`src/rtl/if_stage.sv`:
```
// Instruction-fetch stage: owns the PC, issues instruction-memory requests over
// a ready handshake, and holds the IF/ID pipeline register. It redirects fetch
// from the ID-stage next-PC selection with one architectural delay slot. A
// one-entry skid buffer catches a fetch that returns while ID is stalled.
module if_stage #(
  parameter logic [31:0] RESET_PC = 32'h0000_3000
) (
  input  logic        clk,
  input  logic        reset,
  output logic        imem_req,
  output logic [31:0] imem_addr,
  input  logic        imem_ready,
  input  logic [31:0] imem_rdata,
  input  logic        id_stall,
  input  logic [1:0]  id_npc_sel,
  input  logic        id_npc_op,
  input  logic        id_br_eq,
  input  logic [31:0] id_jr_target,
  output logic        if_id_valid,
  output logic [31:0] if_id_instr,
  output logic [31:0] if_id_pc4
);

  localparam logic [0:0] BOOT = 1'b0;
  localparam logic [0:0] RUN  = 1'b1;

  localparam logic [1:0] SEL_ADD4   = 2'b00;
  localparam logic [1:0] SEL_JUMP   = 2'b01;
  localparam logic [1:0] SEL_BRANCH = 2'b10;
  localparam logic [1:0] SEL_JR     = 2'b11;

  logic [0:0]  state;
  logic [31:0] pc;
  logic        skValid;
  logic [31:0] skInstr;
  logic [31:0] skPc4;
  logic        rdValid;
  logic [31:0] rdTarget;

  logic        adv;
  logic        complete;
  logic        redir;
  logic [31:0] fetchPc4;
  logic [31:0] branchOffset;
  logic [31:0] redirTarget;

  // A full skid buffer blocks new requests, so at most one fetched
  // instruction ever sits beyond IF/ID.
  assign imem_req  = (state == RUN) && !skValid;
  assign imem_addr = pc;
  assign adv       = !if_id_valid || !id_stall;
  assign complete  = imem_req && imem_ready;
  assign fetchPc4  = pc + 32'd4;

  // Decide whether the instruction leaving IF/ID redirects fetch.
  always_comb begin
    redir = 1'b0;
    if (if_id_valid && !id_stall) begin
      case (id_npc_sel)
        SEL_JUMP:   redir = id_npc_op;
        SEL_BRANCH: redir = id_br_eq;
        SEL_JR:     redir = 1'b1;
        SEL_ADD4:   redir = 1'b0;
        default:    redir = 1'b0;
      endcase
    end
  end

  // Compute the redirect target from the instruction held in IF/ID.
  always_comb begin
    branchOffset = {{14{if_id_instr[15]}}, if_id_instr[15:0], 2'b00};
    case (id_npc_sel)
      SEL_JUMP:   redirTarget = {if_id_pc4[31:28], if_id_instr[25:0], 2'b00};
      SEL_BRANCH: redirTarget = if_id_pc4 + branchOffset;
      default:    redirTarget = id_jr_target & 32'hFFFF_FFFC;
    endcase
  end

  // PC, boot sequencing and the deferred redirect.
  // A redirect seen while the delay-slot fetch is still waiting on memory is
  // parked in rdTarget and applied when that fetch completes, so the delay
  // slot is never dropped and no flush is needed.
  always_ff @(posedge clk) begin
    if (reset) begin
      state    <= BOOT;
      pc       <= RESET_PC;
      rdValid  <= 1'b0;
      rdTarget <= '0;
    end else begin
      if (state == BOOT) begin
        state <= RUN;
      end
      if (complete) begin
        if (redir) begin
          pc <= redirTarget;
        end else if (rdValid) begin
          pc      <= rdTarget;
          rdValid <= 1'b0;
        end else begin
          pc <= fetchPc4;
        end
      end else if (redir) begin
        if (!imem_req) begin
          pc <= redirTarget;
        end else begin
          rdTarget <= redirTarget;
          rdValid  <= 1'b1;
        end
      end
    end
  end

  // IF/ID register and skid buffer; the skid drains ahead of any new fetch.
  always_ff @(posedge clk) begin
    if (reset) begin
      if_id_valid <= 1'b0;
      if_id_instr <= '0;
      if_id_pc4   <= '0;
      skValid     <= 1'b0;
      skInstr     <= '0;
      skPc4       <= '0;
    end else begin
      if (adv) begin
        if (skValid) begin
          if_id_valid <= 1'b1;
          if_id_instr <= skInstr;
          if_id_pc4   <= skPc4;
          skValid     <= 1'b0;
        end else if (complete) begin
          if_id_valid <= 1'b1;
          if_id_instr <= imem_rdata;
          if_id_pc4   <= fetchPc4;
        end else begin
          if_id_valid <= 1'b0;
        end
      end else if (complete) begin
        skValid <= 1'b1;
        skInstr <= imem_rdata;
        skPc4   <= fetchPc4;
      end
    end
  end

endmodule
```
`config.mk`:
```
export PLATFORM = sky130hd
export DESIGN_NAME = if_stage
export DESIGN_NICKNAME = d
export VERILOG_FILES = /design/src/rtl/if_stage.sv
export SDC_FILE = /design/constraint.sdc
export NUM_CORES = 1
export LEC_CHECK = 0
export CORE_UTILIZATION = 55
export CTS_CLUSTER_DIAMETER = 30
export DETAILED_ROUTE_END_ITERATION = 8
export GPL_TIMING_DRIVEN = 0
export PLACE_DENSITY = 0.83
export RECOVER_POWER = 100
export SKIP_LAST_GASP = 1
export SYNTH_ARGS = -nofsm -noshare
export SYNTH_HDL_FRONTEND = slang
export SYNTH_SLANG_ARGS = --single-unit
```
`constraint.sdc`:
```
create_clock -name clk -period 3.3 [get_ports clk]
set_input_delay 0.33 -clock clk [delete_from_list [all_inputs] [get_ports clk]]
set_output_delay 0.33 -clock clk [all_outputs]
set_load 0.05 [all_outputs]
```
==> impl_metrics.py <==
metrics = {
    "global_routing": {
        "grt_overflow": 0,
        "grt_max_degree": 22,
        "initial_antenna_violation_count": 0,
        "grt_util_met3": 0.0842,
        "busiest_layer": "met2",
        "grt_use_met2": 0.633,
        "grt_pass1_vias": 11100,
        "groute.layer.met1.usage": 0.545,
        "globalRouteTotalUtil": 0.422,
        "grt_pass1_wl_um": 63800,
    },
    "die": {
        "die_h_um": 143,
        "placement_rows": 51,
        "dieWidth_um": 143,
        "floorplan.initialDensity": 0.559,
        "fp.dieArea_mm2": 0.0204,
        "ios": 170,
        "core_region_area_mm2": 0.0195,
    },
    "route": {
        "vias": 12300,
        "drt-total-wl_um": 42700,
        "drt_iter0_drc": 1790,
        "firstDrtPassIters": 6,
        "routed_via_density": 6.48,
        "postRouteAntennaNets": 0,
        "routedWlPerCell_um": 22.5,
        "drc_errors": 0,
    },
    "critical_path": {
        "crit_start": "id_npc_sel[1]",
        "worst_ep_arrival_time_ps": 3620,
        "timing.reg2reg.setup_slack_ps": 60,
        "crit-reg2reg-launch": "if_id_pc4[3]",
        "cp_cell_sequence": "dlygate4sd3_1 -> ha_1 -> buf_2 -> nand3b_1 -> a21oi_4 -> inv_1 -> nand3_1 -> clkbuf_1 -> clkbuf_2 -> o211ai_1 -> a311oi_1",
        "cp_slowest_cell": "sky130_fd_sc_hd__dlygate4sd3_1",
        "critical_path.max_fanout": 10,
        "crit_path_start_kind": "primary input",
        "delay_of_the_slowest_cell_on_the_worst_path_ps": 590,
        "critical_path_class": "in -> reg",
        "end_point_of_the_critical_path": "imem_addr[14]",
        "worst_setup_path_end_kind": "flip-flop",
        "r2r_worst_path_depth": 9,
        "critPathRequiredTime_ps": 3640,
        "r2r_end": "imem_addr[25]",
    },
    "place": {
        "gp_congestion": 1.02,
        "number_of_i_o_port_buffers": 165,
        "place.detailed.hpwl_um": 31500,
    },
    "timing": {
        "holdWs_ps": 358,
        "finalHoldViolations": 0,
        "worst_pin_slew_ps": 1160,
        "timing.final.setup_violations": 0,
        "drv_slew": 0,
        "fin_skew_ps": 15.0,
        "clock.fmax_mhz": 305,
        "layout_min_cycle_time_ps": 3280,
        "timing.final.crit_share": 0.993,
        "max-slew-margin-rel": 0.225,
    },
    "power_and_ir_drop": {
        "ir_drop_mv": 0.372,
        "power.density_mw_per_mm2": 437,
        "fin_total_pwr_w": 0.00592,
        "p_leak_nw": 4.78,
    },
    "final_layout": {
        "area_taken_by_flip_flops_and_latches_mm2": 0.00393,
        "areaGrowthSynthToFinish_pct": 24.3,
        "layout_common_cells": "sky130_fd_sc_hd__nand2_1, sky130_fd_sc_hd__dfxtp_1, sky130_fd_sc_hd__nor2_1",
        "diodes": 0,
        "layout_commonest_cell": "sky130_fd_sc_hd__nand2_1",
        "area_of_combinational_cells_with_multiple_inputs_mm2": 0.00647,
        "post_route_cells_drive_above_1_share": 0.0410,
        "fillCellCount": 1630,
        "postLayoutCoreUtil": 0.695,
        "fin_nets": 1728,
    },
    "clock_network": {
        "cts_htree_levels": 4,
        "total_number_of_clock_tree_sinks": 196,
        "clk_pin_slew_ps": 80,
        "worstSkewPairLatency_ps": 460,
        "cts_buf_count": 17,
        "cts-root-to-sink-buffers": 2,
        "root_buffer": "sky130_fd_sc_hd__clkbuf_16",
        "hold_buffers": 0,
        "tritoncts": "yes",
    },
    "logic_synthesis": {
        "average_size_of_a_mapped_cell_um2": 7.58,
        "synth_top_flop_cell": "sky130_fd_sc_hd__dfxtp_1",
        "syn_nets": 1541,
        "post_synth_num_cell_types": 77,
        "synth_sequential_area_ratio": 0.360,
        "synthesis.instances": 1436,
        "yosysWarnings": 0,
        "ys_ff_latch": 196,
        "syn-cell-area_mm2": 0.0109,
        "synthArstFlopShare": 0,
        "synth_edf_count": 0,
    },
    "job": {
        "maxCapViolCount": 0,
    },
    "status": {
        "outcome": "complete, no violations",
    },
    "worst_hold_path": {
        "worst_hold_path_type": "in -> reg",
    },
}
==> stage by stage <==
step / worst slack (ps) / TNS, ps / area, um2 / instances
2_1_floorplan: 28.2 / 0 / 10900 / 1436
3_3_place_gp: -422 / -6710 / 12900 / 1866
3_5_place_dp: -467 / -9320 / 12900 / 1866
4_1_cts: 25.6 / 0 / 13500 / 1899
5_1_grt: -3.98 / -3.98 / 13500 / 1901
6_report: 21.5 / 0 / 13500 / 1901
==> layer usage <==
layer / share of wire / vias to the layer above / routed length (um)
met5: 0 / - / 0
met1: 0.39 / 5773 / 16800
li1: - / 5486 / -
met4: 0.075 / 0 / 3190
met2: 0.42 / 856 / 18100
met3: 0.11 / 200 / 4700
==> critical path, delay by kind of cell <==
kind / cells / cell delay [ps]
AO/OA/AOI/OAI: 3 / 900
adder cells (fa/ha/maj): 1 / 150
buffers and inverters: 5 / 1920
AND/OR/NAND/NOR: 2 / 300
==> flip-flops by register name, indices dropped and copies added, names as in the netlist <==
name	count
if_id_instr	32
if_id_pc4	32
imem_addr	32
rdTarget	32
skInstr	32
skPc4	32
if_id_valid	1
rdValid	1
skValid	1
state	1
==> cell type report <==
cell class / instances / area share
sequential: 196 / 0.291
inverter: 29 / 0.00804
buffer: 105 / 0.0300
multi-input combinational: 1106 / 0.478
clock buffer: 18 / 0.0324
clock inverter: 14 / 0.0127
timing repair buffer: 168 / 0.123
tap: 265 / 0.0245
==> cell usage after synthesis, types with 4 or more instances <==
master                     instances  area [um2]
sky130_fd_sc_hd__a21oi_1         135         676
sky130_fd_sc_hd__o211ai_1         10        75.1
sky130_fd_sc_hd__and3_1           13        81.3
sky130_fd_sc_hd__ha_1             32         400
sky130_fd_sc_hd__buf_1            13        48.8
sky130_fd_sc_hd__a22oi_1           7        52.6
sky130_fd_sc_hd__a21o_1           16         120
sky130_fd_sc_hd__nor3_1           30         150
sky130_fd_sc_hd__xnor2_1          21         184
sky130_fd_sc_hd__a221oi_1          8        70.1
sky130_fd_sc_hd__and2_1            4        25.0
sky130_fd_sc_hd__nand2b_1         13        81.3
sky130_fd_sc_hd__nand3_1          34         170
sky130_fd_sc_hd__nand4_1          15        93.8
sky130_fd_sc_hd__nor2b_1           4        25.0
sky130_fd_sc_hd__xor2_1           15         131
sky130_fd_sc_hd__o21ai_1          16        80.1
sky130_fd_sc_hd__a311oi_1          5        43.8
sky130_fd_sc_hd__nand2_1         264         991
sky130_fd_sc_hd__o21a_1            8        60.1
sky130_fd_sc_hd__a221o_1           6        60.1
sky130_fd_sc_hd__a211o_1           4        35.0
sky130_fd_sc_hd__inv_1            26        97.6
sky130_fd_sc_hd__o221ai_1          6        52.6
sky130_fd_sc_hd__mux2i_1          48         480
sky130_fd_sc_hd__a211oi_1         90         676
sky130_fd_sc_hd__o31ai_1           5        37.5
sky130_fd_sc_hd__o21ai_0          76         380
sky130_fd_sc_hd__clkbuf_1         87         327
sky130_fd_sc_hd__nor2_1          143         537
sky130_fd_sc_hd__dfxtp_1         196        3920
sky130_fd_sc_hd__a31oi_1           9        56.3
sky130_fd_sc_hd__nand3b_1          6        45.0
sky130_fd_sc_hd__o31a_1            4        35.0
==> power by group <==
group	total (W)	leakage [nW]	internal [W]	switching, W
Clock	0.00219	0.293	0.00105	0.00113
Combinational	0.00119	2.89	0.000376	0.000811
Sequential	0.00255	1.60	0.00244	0.000105
Total	0.00592	4.78	0.00387	0.00205
==> kinds of logic (layout without fill, tap and decap cells) <==
logic type,after synthesis,after routing,share of synthesized area
AOI/OAI and AO/OA,433,433,0.255
xor gates and xnor gates,36,36,0.0290
adders and majority gates,33,33,0.0386
buffers and inverters,134,334,0.0472
DFF,196,196,0.360
muxes,52,52,0.0483
and+or+nand+nor,552,552,0.222
==> worst min path at each step <==
stage | start | to | cells after the start
after floorplan | rdTarget[24] | rdTarget[24] | 2
after global placement | skInstr[27] | skInstr[27] | 2
after detailed placement | rdTarget[19] | rdTarget[19] | 2
after CTS | imem_ready | rdValid | 4
after global routing | imem_ready | rdValid | 4
final | imem_ready | rdValid | 4
==> what timing repair did <==
| item | CTS | global route |
|---|---|---|
| setup buffers | 1 | 2 |
| pin swaps | 2 | 3 |
| resized for setup | 2 | 15 |
| endpoints found under the setup margin | 7 | 22 |
Note: power is estimated with default switching activity, not from simulation.
